### src/rtl/ifid_pkg.sv
// rtl/ifid_pkg.sv - shared constants and entry type for the IF/ID decoupling queue
package ifid_pkg;

  // Default queue depth (power of two, >= 2)
  localparam int DEFAULT_DEPTH = 4;

  // Canonical NOP shown to decode when the queue is empty: add $0,$0,$0
  localparam logic [31:0] NOP_INST = 32'h0000_0020;

  // One fetched instruction as carried from IF to ID (default 32-bit widths)
  typedef struct packed {
    logic [31:0] pcplus4;
    logic [31:0] inst;
    logic        btb_hit;
    logic        taken;
  } ifid_entry_t;

endpackage

### src/rtl/ifid_queue_mem.sv
// rtl/ifid_queue_mem.sv - DEPTH x WIDTH register array, one write port, async read port
module ifid_queue_mem #(
  parameter int DEPTH = 4,
  parameter int WIDTH = 66
) (
  input  logic                     clk,
  input  logic                     we,
  input  logic [$clog2(DEPTH)-1:0] waddr,
  input  logic [WIDTH-1:0]         wdata,
  input  logic [$clog2(DEPTH)-1:0] raddr,
  output logic [WIDTH-1:0]         rdata
);

  logic [WIDTH-1:0] r_mem [DEPTH];

  // Storage write; contents need no reset because occupancy gates every read
  always_ff @(posedge clk) begin
    if (we) begin
      r_mem[waddr] <= wdata;
    end
  end

  assign rdata = r_mem[raddr];

endmodule

### src/rtl/ifid_queue.sv
// rtl/ifid_queue.sv - IF/ID circular queue with flush and NOP fill; IFID_QUEUE_PERF_EN adds perf counters
module ifid_queue
  import ifid_pkg::*;
#(
  parameter int DEPTH = DEFAULT_DEPTH,
  parameter int AW    = 32,
  parameter int IW    = 32
) (
  input  logic                         clk,
  input  logic                         reset,
  input  logic                         in_valid,
  output logic                         in_ready,
  input  logic [AW-1:0]                in_pcplus4,
  input  logic [IW-1:0]                in_inst,
  input  logic                         in_btb_hit,
  input  logic                         in_taken,
  input  logic                         flush,
  output logic                         out_valid,
  input  logic                         out_ready,
  output logic [AW-1:0]                out_pcplus4,
  output logic [IW-1:0]                out_inst,
  output logic                         out_btb_hit,
  output logic                         out_taken,
  output logic [$clog2(DEPTH+1)-1:0]   count
`ifdef IFID_QUEUE_PERF_EN
  ,
  output logic [31:0]                  stall_cycles,
  output logic [31:0]                  flushed_entries
`endif
);

  localparam int PW = $clog2(DEPTH);
  localparam int CW = $clog2(DEPTH + 1);
  localparam int EW = AW + IW + 2;
  localparam logic [CW-1:0] FULL_COUNT = CW'(DEPTH);
  localparam logic [CW-1:0] ONE_C      = CW'(1);
  localparam logic [PW-1:0] ONE_P      = PW'(1);

  logic [PW-1:0] r_wr_ptr;
  logic [PW-1:0] r_rd_ptr;
  logic [CW-1:0] r_count;

  logic          w_push;
  logic          w_pop;
  logic [EW-1:0] w_wdata;
  logic [EW-1:0] w_rdata;

  // Ready and valid depend on occupancy only, so a full queue never takes a
  // same-cycle entry even when decode pops
  assign in_ready  = (r_count != FULL_COUNT);
  assign out_valid = (r_count != '0);
  assign w_push    = in_valid & in_ready;
  assign w_pop     = out_valid & out_ready;
  assign count     = r_count;

  assign w_wdata = {in_pcplus4, in_inst, in_btb_hit, in_taken};

  ifid_queue_mem #(
    .DEPTH (DEPTH),
    .WIDTH (EW)
  ) u_mem (
    .clk   (clk),
    .we    (w_push & ~flush),
    .waddr (r_wr_ptr),
    .wdata (w_wdata),
    .raddr (r_rd_ptr),
    .rdata (w_rdata)
  );

  // Pointer and occupancy tracking; flush overrides push and pop
  always_ff @(posedge clk or negedge reset) begin
    if (!reset) begin
      r_wr_ptr <= '0;
      r_rd_ptr <= '0;
      r_count  <= '0;
    end else if (flush) begin
      r_wr_ptr <= '0;
      r_rd_ptr <= '0;
      r_count  <= '0;
    end else begin
      if (w_push) begin
        r_wr_ptr <= r_wr_ptr + ONE_P;
      end
      if (w_pop) begin
        r_rd_ptr <= r_rd_ptr + ONE_P;
      end
      if (w_push && !w_pop) begin
        r_count <= r_count + ONE_C;
      end else if (!w_push && w_pop) begin
        r_count <= r_count - ONE_C;
      end
    end
  end

  // Head fields, forced to a clean NOP when nothing is queued so decode never sees X
  assign out_pcplus4 = out_valid ? w_rdata[EW-1 -: AW]     : '0;
  assign out_inst    = out_valid ? w_rdata[IW+1 -: IW]     : IW'(NOP_INST);
  assign out_btb_hit = out_valid ? w_rdata[1]              : 1'b0;
  assign out_taken   = out_valid ? w_rdata[0]              : 1'b0;

`ifdef IFID_QUEUE_PERF_EN
  logic [31:0] r_stall_cycles;
  logic [31:0] r_flushed_entries;

  // Fetch back-pressure cycles and entries discarded by flushes (both wrap)
  always_ff @(posedge clk or negedge reset) begin
    if (!reset) begin
      r_stall_cycles    <= '0;
      r_flushed_entries <= '0;
    end else begin
      if (in_valid && !in_ready) begin
        r_stall_cycles <= r_stall_cycles + 32'd1;
      end
      if (flush) begin
        r_flushed_entries <= r_flushed_entries + 32'(r_count);
      end
    end
  end

  assign stall_cycles    = r_stall_cycles;
  assign flushed_entries = r_flushed_entries;
`endif

endmodule

### config.mk
export PLATFORM = sky130hd
export DESIGN_NAME = ifid_queue
export DESIGN_NICKNAME = d
export VERILOG_FILES = /design/src/rtl/ifid_pkg.sv /design/src/rtl/ifid_queue_mem.sv /design/src/rtl/ifid_queue.sv
export SDC_FILE = /design/constraint.sdc
export NUM_CORES = 1
export LEC_CHECK = 0
export CELL_PAD_IN_SITES_DETAIL_PLACEMENT = 0
export CELL_PAD_IN_SITES_GLOBAL_PLACEMENT = 1
export CORE_ASPECT_RATIO = 1.5
export CORE_MARGIN = 2
export CORE_UTILIZATION = 31
export DETAILED_ROUTE_END_ITERATION = 16
export GPL_ROUTABILITY_DRIVEN = 0
export HOLD_SLACK_MARGIN = 0.02
export PLACE_DENSITY = 0.55
export REMOVE_ABC_BUFFERS = 1
export SLEW_MARGIN = 20
export SYNTH_ARGS = -nofsm -noshare
export SYNTH_HDL_FRONTEND = slang
export SYNTH_SLANG_ARGS = --single-unit
### constraint.sdc
create_clock -name clk -period 4.77 [get_ports clk]
set_input_delay 0.954 -clock clk [delete_from_list [all_inputs] [get_ports clk]]
set_output_delay 0.954 -clock clk [all_outputs]
set_load 0.005 [all_outputs]
; ---- Word level (Yosys, flattened, before mapping)
; Memory sizes are Yosys's and may differ from the RTL's.
; Index checks and enable logic that the tools add are counted.
[totals]
ff_bits = 7
mem_bits_rw = 264
inputBits = 71
output_inout_bits = 71
word_cells = 34
n_memories = 1
[classes]
add_sub_neg = 4
n_eq_ne = 1
n_mux = 13
bitwise = 4
n_reduce_logical = 8
[memory_table]
columns = name, depth, width, rd, rd_clocked_by_memory_dff, write_ports, line
row1 = u_mem.r_mem, 4, 66, 1, 0, 1, ifid_queue_mem.sv:14  ; logic [WIDTH-1:0] r_mem [DEPTH];
[op_table]
columns = op, n
row1 = $mux W32, 2
row2 = $mux W3, 3
row3 = $mux W2, 4
row4 = $reduce_bool A3 Y1, 2
row5 = $add A2 B1 Y2 const B, 2
row6 = $mux W1, 4
row7 = $reduce_bool A2 Y1, 2
row8 = $add A3 B1 Y3 const B, 1
row9 = $and A1 B1 Y1, 3
row10 = $ne A3 B3 Y1 const B, 1
row11 = $sub A3 B1 Y3 const B, 1
row12 = $logic_and A1 B1 Y1, 2
row13 = $logic_not A1 Y1, 2
row14 = $not A1 Y1, 1

; ---- Logic depth before layout (Yosys ltp)
; Gate-level depths: netlist (run 1).
[depth]
depth_word = 7
depth_mapped = 8
ltp_nobuf = 7

; ---- By module
; A second synthesis (run 1) with hierarchy kept.
[unflattened]
hier_cells = 477
area_unflattened_um2 = 10611.4
[modules_own_cells]
columns = module, instances, cells_each, area_per_inst_um2, seq_area_each_um2
row1 = ifid_queue_mem, 1, 348, 9549.2, 7927.6
row2 = ifid_queue, 1, 129, 1062.3, 175.2

; ---- Worst setup path before layout (run 1)
; No wires, ideal clock.
[synth_timing]
kind = in2reg
start = in in_valid
end = mem u_mem.r_mem[0][0] (enable)
setup_ns = 0.431
arrival_time_ns = 3.130
t_required_ns = 4.339
path_slack_ns = 1.209
path_stages = 4
path_buffers = 1
path_cell_list = clkbuf_1 -> inv_1 -> nor3_1 -> and2_1
[synth_between]
elab_chain_cells = 4
[synth_rtl]
columns = element, line
row1 = "start, declared", ifid_queue.sv:11  ; input logic in_valid,
row2 = $and A1 B1 Y1, ifid_queue.sv:52  ; assign w_push = in_valid & in_ready;
row3 = $and A1 B1 Y1, ifid_queue.sv:63  ; .we (w_push & ~flush),
row4 = $mux W1, ifid_queue_mem.sv:18  ; if (we) begin
row5 = $mux W1 (not written as such), ifid_queue_mem.sv:19  ; r_mem[waddr] <= wdata;
row6 = "end, declared", ifid_queue_mem.sv:14
; No other way between the ends.

; ---- Final worst setup path (run 1)
[layout_timing]
start = reg r_rd_ptr[1]
end = out out_pcplus4[14]
[layout_between]
elab_chain_cells = 2
[layout_rtl]
columns = element, line
row1 = "start, declared", ifid_queue.sv:40  ; logic [PW-1:0] r_rd_ptr;
row2 = "start signal, assigned", ifid_queue.sv:85  ; r_rd_ptr <= r_rd_ptr + ONE_P;
row3 = $mem_v2 Z4 W66, n/a
row4 = $mux W32, ifid_queue.sv:96  ; assign out_pcplus4 = out_valid ? w_rdata[EW-1 -: AW] : '0;
row5 = "end, declared", ifid_queue.sv:20  ; output logic [AW-1:0] out_pcplus4,
; No other way between the ends.

==> impl_metrics.env, run 1 <==
export IMPL_synth_distinct_cells=34
export IMPL_p_int_mw=4.977
export IMPL_first_pass_iters=4
export IMPL_worstHoldStart="r_wr_ptr[0]"
export IMPL_cts_inserted_buffers=25
export IMPL_final_antenna_net_count=0
export IMPL_hpwlAfterDp_mm=13.34
export IMPL_final_area_sq_um=13240
export IMPL_dieArea_sq_um=35420
export IMPL_ios=142
export IMPL_pwr_share_seq=0.427
export IMPL_via_per_inst=4.722
export IMPL_areaGrowthSynthToFinish_pct=25.93
export IMPL_fp_dieH_um=229.5
export IMPL_nets=706
export IMPL_tritoncts="built"
export IMPL_yosys_warnings=0
export IMPL_drv_slew=0
export IMPL_grt_pass1_vias=5638
export IMPL_end_kind="primary output"
export IMPL_grt_pass1_wl_mm=33.93
export IMPL_hold_viol=0
export IMPL_p_leak_nw=4.105
export IMPL_reg2reg_depth=6
export IMPL_min_to="r_wr_ptr[0]"
export IMPL_clkPwrFrac=0.289
export IMPL_cellPowerDensity_nw_per_um2=506.2
export IMPL_wl_per_cell_um=20.84
export IMPL_cts_resized=0
export IMPL_grt_setup_unrepaired="false"
export IMPL_io_buffers=141
export IMPL_cts_max_level=1
export IMPL_start_util=0.3142
export IMPL_maxCapViolCount=0
export IMPL_synth_area_per_cell_sq_um=21.85
export IMPL_seq_area_frac_synth=0.7710
export IMPL_critPathLaunchType="register"
export IMPL_postSynthCellCount=481
export IMPL_post_route_min_period_ns=3.844
export IMPL_fillers=3025
export IMPL_arrival_ns=2.89
export IMPL_synth_async_sr_flop_share=0.02583
export IMPL_dp_cells=1023
export IMPL_holdPathStages=2
export IMPL_ctsHoldBuffers=0
export IMPL_grt_max_degree=68
export IMPL_status="finished clean"
export IMPL_cts_setup_buffers=0
export IMPL_rrSetupSlack_ns=2.27
export IMPL_core_sq_um=33450
export IMPL_p_sw_mw=1.722
export IMPL_grt_overflow_total=0
export IMPL_synth_flop_cell="edfxtp_1"
export IMPL_finalSetupViolations=0
export IMPL_vias=5048
export IMPL_ir_drop_mv=0.2606
export IMPL_cts_sinks=271
export IMPL_drc=0
export IMPL_die_x_um=154.3
export IMPL_skew_ns=0.01036
export IMPL_worstMarginPinSlew_ns=0.9014
export IMPL_setup_tns_final_ns=0
export IMPL_clk_pin_slew_ns=0.06
export IMPL_drtIter0Drc=243
export IMPL_synth_seq_cells=271
export IMPL_antenna_found_initial=2
export IMPL_cts_root_buf="clkbuf_16"
export IMPL_synth_cell_area_sq_um=10510
export IMPL_post_route_period_util=0.8058
export IMPL_cp_max_fo=56
export IMPL_layout_commonest_cell="edfxtp_1"
export IMPL_clk_path_buf_depth=3
export IMPL_dpl_instance_area_sq_um=12440
export IMPL_slew_headroom=0.3990
export IMPL_worstReg2RegStart="count[1]"
export IMPL_clock_latency_ns=0.52
export IMPL_final_cell_mix="edfxtp_1, clkdlybuf4s50_1, mux4_2"
export IMPL_fmax_mhz=260.2
export IMPL_hold_class="reg -> reg"
export IMPL_r2r_end="count[2]"
export IMPL_num_rows=82
export IMPL_p_sw_frac=0.2571
export IMPL_regArea_sq_um=8110
export IMPL_multi_input_comb_area_sq_um=2242
export IMPL_critPathRequiredTime_ns=3.82
export IMPL_critPathKind="reg -> out"
export IMPL_layout_cells_non_filler=1069
export IMPL_grt_usage=0.1271
export IMPL_p_comb_frac=0.284
export IMPL_synth_edff_count=264
export IMPL_drive_above_1_share=0.1811
export IMPL_wirelength_mm=22.28
==> critical path, cell delays in order, from the launching register on <==
cell             delay (ns)
dfrtp_4                1.00
buf_4                  0.38
mux4_2                 0.34
nor2b_1                0.16
clkdlybuf4s50_1        0.48
==> synth_stat cells, types with 4 or more instances <==
cell      number  share of area
ha_1           4         0.0048
nor2b_1       65          0.039
buf_2         10         0.0048
and2_1         4         0.0024
edfxtp_1     264           0.75
nor2_1         8         0.0029
mux4_2        66           0.14
inv_1          7         0.0025
clkbuf_1       8         0.0029
dfrtp_1        7          0.017
buf_6          4         0.0043
==> flip-flops by register name, indices dropped and copies added, names as in the netlist <==
name         cells
r_wr_ptr         2
r_rd_ptr         2
u_mem.r_mem    264
count            3
==> how the worst max path moves through the flow <==
stage                           start            endpoint  slack, ns  depth (start not counted)
after floorplan           r_rd_ptr[0]         out_inst[5]       0.28                          2
after global placement       in_valid  u_mem.r_mem[3][20]       1.38                          5
after detailed placement     in_valid  u_mem.r_mem[3][20]       1.30                          5
after CTS                 r_rd_ptr[1]     out_pcplus4[14]       0.82                          4
after global routing      r_rd_ptr[1]     out_pcplus4[14]       0.78                          4
final                     r_rd_ptr[1]     out_pcplus4[14]       0.93                          4
==> final cells by class <==
| type | instances | share of cell area |
|---|---|---|
| flip-flops and latches | 271 | 0.6128 |
| multi-input cells | 175 | 0.1694 |
| repair buffers | 149 | 0.1159 |
| clock buffers | 30 | 0.04869 |
| well taps | 420 | 0.03971 |
| clock inverters | 13 | 0.01068 |
| inverters | 8 | 0.002269 |
| diodes | 3 | 0.0005672 |
==> cells by family (layout without fill, tap and decap cells) <==
| family | Yosys count | count (layout) | share of synthesized area |
|---|---|---|---|
| flops | 271 | 271 | 0.7710 |
| simple gates | 85 | 85 | 0.04893 |
| other cells | 0 | 3 | 0 |
| mux | 69 | 69 | 0.1445 |
| buf+inv | 35 | 200 | 0.01726 |
| xor+xnor | 2 | 2 | 0.001667 |
| fa+ha+maj | 5 | 5 | 0.006667 |
| compound gates | 14 | 14 | 0.009999 |
==> layer usage <==
layer  global-route usage  wire (um)  vias to the layer above
li1                     -          -                     2242
met1               0.1416       8435                     2666
met2               0.2395      12320                      103
met3              0.02233        891                       37
met4              0.04803        637                        0
met5                    0          0                        -
==> through the flow <==
stage	worst slack, ns	power [mW]	utilization	hold slack, ns
2_1_floorplan	0.2752	3.828	-	0.5561
3_3_place_gp	1.376	4.872	0.3720	0.5834
3_5_place_dp	1.299	4.884	0.3720	0.6010
4_1_cts	0.8220	6.841	0.3955	0.6107
5_1_grt	0.7798	7.038	0.3956	0.6296
6_report	0.9264	6.699	0.3957	0.6032
==> power by group through the flow <==
stage / clock network [mW] / registers [mW] / logic, mW
after floorplan: 0 / 2.96 / 0.872
after global placement: 0 / 2.91 / 1.96
after detailed placement: 0 / 2.92 / 1.96
after CTS: 2.00 / 2.87 / 1.97
after global routing: 2.10 / 2.88 / 2.06
final: 1.93 / 2.86 / 1.90
Power figures use the tool's default switching activity.
==> run 2: changes to the inputs <==
- clock period: 4.77 -> 3.7 ns (I/O delays scaled with it)
==> run 2 against run 1 <==
Compared with the run above: flip-flop and latch count unchanged; critical endpoint is now out_inst[5]; clock-buffer cell count up 2; die area unchanged; worst hold slack worse by 0.11 ns; global-route usage down 0.19 points; routed wire length down 1.8%; power up 31%; critical path depth unchanged.
==> impl_metrics.env, run 2 (synthesis gave the netlist of run 1 again) <==
export IMPL_ir_drop_mv=0.3199
export IMPL_arrival_ns=2.58
export IMPL_clk_path_buf_depth=3
export IMPL_p_leak_nw=4.189
export IMPL_fp_dieH_um=229.5
export IMPL_critPathRequiredTime_ns=2.96
export IMPL_hold_class="in -> async"
export IMPL_p_sw_mw=2.217
export IMPL_ios=142
export IMPL_nets=717
export IMPL_grt_usage=0.1252
export IMPL_cts_resized=0
export IMPL_clk_pin_slew_ns=0.06
export IMPL_wirelength_mm=21.89
export IMPL_critPathTopFamily="buffers and inverters"
export IMPL_p_int_mw=6.529
export IMPL_hold_viol=0
export IMPL_p_comb_frac=0.289
export IMPL_critPathKind="reg -> out"
export IMPL_cts_setup_buffers=0
export IMPL_pre_cts_ws_ns=0.6925
export IMPL_maxCapViolCount=0
export IMPL_grt_max_degree=37
export IMPL_start_util=0.3142
export IMPL_first_pass_iters=4
export IMPL_path_buf_inv=2
export IMPL_hpwlAfterDp_mm=13.89
export IMPL_slew_headroom=0.6661
export IMPL_tritoncts="built"
export IMPL_grt_setup_unrepaired="false"
export IMPL_cts_inserted_buffers=26
export IMPL_path_cells="buf_4, mux4_2, or2_1, clkdlybuf4s50_1"
export IMPL_largest_reg_flops=264
export IMPL_vias=4999
export IMPL_highest_layer="met4"
export IMPL_critPathSlowestCell="dfrtp_4"
export IMPL_multi_input_comb_area_sq_um=2242
export IMPL_final_area_sq_um=13380
export IMPL_grt_overflow_total=0
export IMPL_cts_max_level=1
export IMPL_drtIter0Drc=261
export IMPL_pwr_share_seq=0.415
export IMPL_setup_tns_final_ns=0
export IMPL_end_kind="primary output"
export IMPL_cp_max_fo=25
export IMPL_areaGrowthSynthToFinish_pct=27.32
export IMPL_core_sq_um=33450
export IMPL_io_buffers=141
export IMPL_post_route_min_period_ns=3.317
export IMPL_wl_met3_um=919
export IMPL_drc=0
export IMPL_antenna_found_initial=1
export IMPL_p_sw_frac=0.2535
export IMPL_drv_slew=0
export IMPL_critPathLaunchType="register"
export IMPL_final_cell_mix="edfxtp_1, clkdlybuf4s50_1, mux4_2"
export IMPL_regMostFlops="u_mem.r_mem"
export IMPL_clkPwrFrac=0.296
export IMPL_max_stage_delay_ns=0.70
export IMPL_die_x_um=154.3
export IMPL_power_mw=8.746
export IMPL_drive_above_1_share=0.1963
export IMPL_via_per_inst=4.637
export IMPL_drt_met1_wl_mm=8.518
export IMPL_final_antenna_net_count=0
export IMPL_num_rows=82
export IMPL_status="finished clean"
export IMPL_fillers=2994
export IMPL_dpl_instance_area_sq_um=12550
export IMPL_layout_commonest_cell="edfxtp_1"
export IMPL_fmax_mhz=301.5
export IMPL_post_route_period_util=0.8964
export IMPL_grt_pass1_vias=5686
export IMPL_regArea_sq_um=8110
export IMPL_grt_pass1_wl_mm=33.51
export IMPL_cts_root_buf="clkbuf_16"
export IMPL_ctsHoldBuffers=0
export IMPL_skew_ns=0.01207
export IMPL_worst_slack_ns=0.3832
export IMPL_met2_length_mm=12.01
export IMPL_cellPowerDensity_nw_per_um2=653.6
export IMPL_worstMarginPinSlew_ns=0.4997
export IMPL_wl_per_cell_um=20.31
export IMPL_finalSetupViolations=0
export IMPL_dieArea_sq_um=35420
export IMPL_cts_sinks=271
export IMPL_clock_latency_ns=0.53
## run 2: cell type report
class | count | share of cell area
antenna | 1 | 0.0001870
clock buffer | 32 | 0.05189
clock inverter | 12 | 0.009724
inverter | 8 | 0.002244
multi-input combinational | 175 | 0.1676
sequential | 271 | 0.6061
tap | 420 | 0.03927
timing repair buffer | 159 | 0.1230
## run 2: per-stage QoR
stage / utilization / hold WS (ns) / std cells
floorplan: - / 0.4444 / 454
global placement: 0.3754 / 0.5877 / 1033
detailed placement: 0.3754 / 0.5935 / 1033
CTS: 0.4000 / 0.4768 / 1077
global route: 0.4000 / 0.5061 / 1077
finish: 0.4001 / 0.4922 / 1078
## run 2: power by group through the flow
stage	sequential, mW	combinational (mW)	clock (mW)
global placement	3.69	2.60	0
finish	3.63	2.53	2.59
global route	3.65	2.74	2.77
CTS	3.63	2.62	2.66
detailed placement	3.70	2.61	0
floorplan	3.81	1.12	0
## run 2: final timing paths
check                            start           to  slack [ns]  cells past startpoint
setup / recovery           r_rd_ptr[1]  out_inst[5]        0.38                      4
hold / removal                   reset  r_wr_ptr[1]        0.49                      1
setup reg to reg              count[0]     count[2]        1.27                      6
hold reg to reg            r_wr_ptr[0]  r_wr_ptr[0]        0.60                      2
max in group asynchronous        reset  r_rd_ptr[0]        2.90                      1
min in group clk           r_wr_ptr[0]  r_wr_ptr[0]        0.60                      2
## run 2: layer usage
layer	track usage	vias to the layer above
met5	0	-
met4	0.03993	0
met3	0.01987	28
met2	0.2395	100
met1	0.1410	2608
li1	-	2263
==> run 3: changes to the inputs <==
- PLACE_DENSITY: 0.55 -> default
- PLACE_DENSITY_LB_ADDON: default -> 0.25
==> run 3 against run 2 <==
Compared with the run above: clock skew grew 0.0026 ns; sequential power grew 1%; fmax shrank 3.1%; largest cell class unchanged.
==> impl_metrics.env, run 3 (synthesis gave the netlist of run 1 again) <==
export IMPL_status="finished clean"
export IMPL_hold_class="in -> async"
export IMPL_cts_root_buf="clkbuf_16"
export IMPL_final_area_sq_um=13320
export IMPL_ios=142
export IMPL_wl_per_cell_um=20.03
export IMPL_clk_path_buf_depth=3
export IMPL_clkPwrFrac=0.282
export IMPL_final_antenna_net_count=0
export IMPL_critPathRequiredTime_ns=2.96
export IMPL_worstSetupStartpoint="r_rd_ptr[0]"
export IMPL_skew_ns=0.01465
export IMPL_hpwlAfterDp_mm=13.62
export IMPL_cts_resized=0
export IMPL_ir_drop_mv=0.3223
export IMPL_dieArea_sq_um=35420
export IMPL_p_comb_frac=0.290
export IMPL_drtIter0Drc=204
export IMPL_maxCapViolCount=0
export IMPL_grt_usage=0.1233
export IMPL_cts_inserted_buffers=25
export IMPL_pwr_share_seq=0.428
export IMPL_num_antenna_cells=0
export IMPL_critPathKind="reg -> out"
export IMPL_grt_max_degree=68
export IMPL_first_pass_iters=4
export IMPL_dpl_instance_area_sq_um=12540
export IMPL_cts_sinks=271
export IMPL_critPathLaunchType="register"
export IMPL_drv_slew=0
export IMPL_grt_setup_unrepaired="false"
export IMPL_drc=0
export IMPL_vias=4997
export IMPL_worstMarginPinSlew_ns=0.5349
export IMPL_cts_max_level=1
export IMPL_post_route_min_period_ns=3.422
export IMPL_hold_viol=0
export IMPL_post_route_period_util=0.9249
export IMPL_via_per_inst=4.644
export IMPL_regMostFlops="u_mem.r_mem"
export IMPL_drive_above_1_share=0.1951
export IMPL_p_int_mw=6.399
export IMPL_largest_reg_flops=264
export IMPL_p_leak_nw=4.148
export IMPL_grt_pass1_vias=5552
export IMPL_final_cell_mix="edfxtp_1, clkdlybuf4s50_1, mux4_2"
export IMPL_fp_dieH_um=229.5
export IMPL_cp_max_fo=22
export IMPL_p_sw_frac=0.2558
export IMPL_layout_commonest_cell="edfxtp_1"
export IMPL_clk_pin_slew_ns=0.06
export IMPL_setup_tns_final_ns=0
export IMPL_arrival_ns=2.68
export IMPL_ctsHoldBuffers=0
export IMPL_fillers=2994
export IMPL_die_x_um=154.3
export IMPL_nets=714
export IMPL_end_kind="primary output"
export IMPL_cts_setup_buffers=0
export IMPL_areaGrowthSynthToFinish_pct=26.69
export IMPL_slew_headroom=0.6434
export IMPL_p_sw_mw=2.199
export IMPL_num_rows=82
export IMPL_start_util=0.3142
export IMPL_fmax_mhz=292.2
export IMPL_worstReg2RegStart="count[0]"
export IMPL_grt_pass1_wl_mm=32.88
export IMPL_io_buffers=141
export IMPL_core_sq_um=33450
export IMPL_clock_latency_ns=0.52
export IMPL_wirelength_mm=21.55
export IMPL_cellPowerDensity_nw_per_um2=645.7
export IMPL_grt_overflow_total=0
export IMPL_antenna_found_initial=2
export IMPL_tritoncts="built"
export IMPL_finalSetupViolations=0
-- run 3: cell count changes in the layout (fill, tap and decap cells not counted), sizes merged --
| cell | change |
|---|---|
| bufinv | -2 |
| clkinv | -3 |
| buf | -2 |
| diode | -1 |
| clkinvlp | +2 |
| inv | +2 |
| clkbuf | +2 |
-- run 3: through the flow --
| step | cells | worst slack [ns] | utilization | hold slack (ns) | total power, mW |
|---|---|---|---|---|---|
| after floorplan | 454 | -0.5808 | - | 0.4444 | 4.935 |
| after global placement | 1031 | 0.7273 | 0.3749 | 0.5883 | 6.313 |
| after detailed placement | 1031 | 0.6690 | 0.3749 | 0.6065 | 6.337 |
| after CTS | 1076 | 0.1690 | 0.3981 | 0.4871 | 8.775 |
| after global routing | 1076 | 0.1206 | 0.3981 | 0.5179 | 9.023 |
| final | 1076 | 0.2778 | 0.3981 | 0.4976 | 8.598 |
-- run 3: path summary, 6_finish.rpt --
kind | to | slack, ns | cells past startpoint
max | out_inst[18] | 0.28 | 4
min | r_wr_ptr[0] | 0.50 | 1
max reg2reg | count[2] | 1.30 | 6
min reg2reg | r_wr_ptr[0] | 0.61 | 2
max in group asynchronous | r_rd_ptr[0] | 2.90 | 1
min in group clk | r_wr_ptr[0] | 0.61 | 2
-- run 3: area by class of cell --
cell class / count / area [sq um] / share of cell area
clock buffers: 34 / 679.4 / 0.05102
clock inverters: 11 / 96.34 / 0.007235
inverters: 8 / 30.03 / 0.002255
multi-input cells: 175 / 2242 / 0.1684
flip-flops and latches: 271 / 8110 / 0.6091
well taps: 420 / 525.5 / 0.03947
repair buffers: 157 / 1632 / 0.1225
-- run 3: power groups by stage --
stage | clock (mW) | sequential [mW] | combinational, mW
2_1_floorplan | 0 | 3.81 | 1.12
3_3_place_gp | 0 | 3.75 | 2.56
3_5_place_dp | 0 | 3.76 | 2.58
4_1_cts | 2.49 | 3.69 | 2.59
5_1_grt | 2.61 | 3.71 | 2.71
6_report | 2.42 | 3.68 | 2.49
-- run 3: per-layer routing --
metal / share of wire / routed length [um] / vias up / track usage
met3: 0.049 / 1053 / 25 / 0.02384
met2: 0.56 / 12020 / 113 / 0.2354
met5: 0.00097 / 21 / - / 0
li1: - / - / 2256 / -
met1: 0.38 / 8092 / 2599 / 0.1374
met4: 0.017 / 369 / 4 / 0.03733
-- run 3: critical path, stage by stage, from the launching register on --
cell,delay (ns)
dfrtp_4,0.75
buf_12,0.26
mux4_2,0.54
nor2b_1,0.15
clkdlybuf4s50_1,0.45
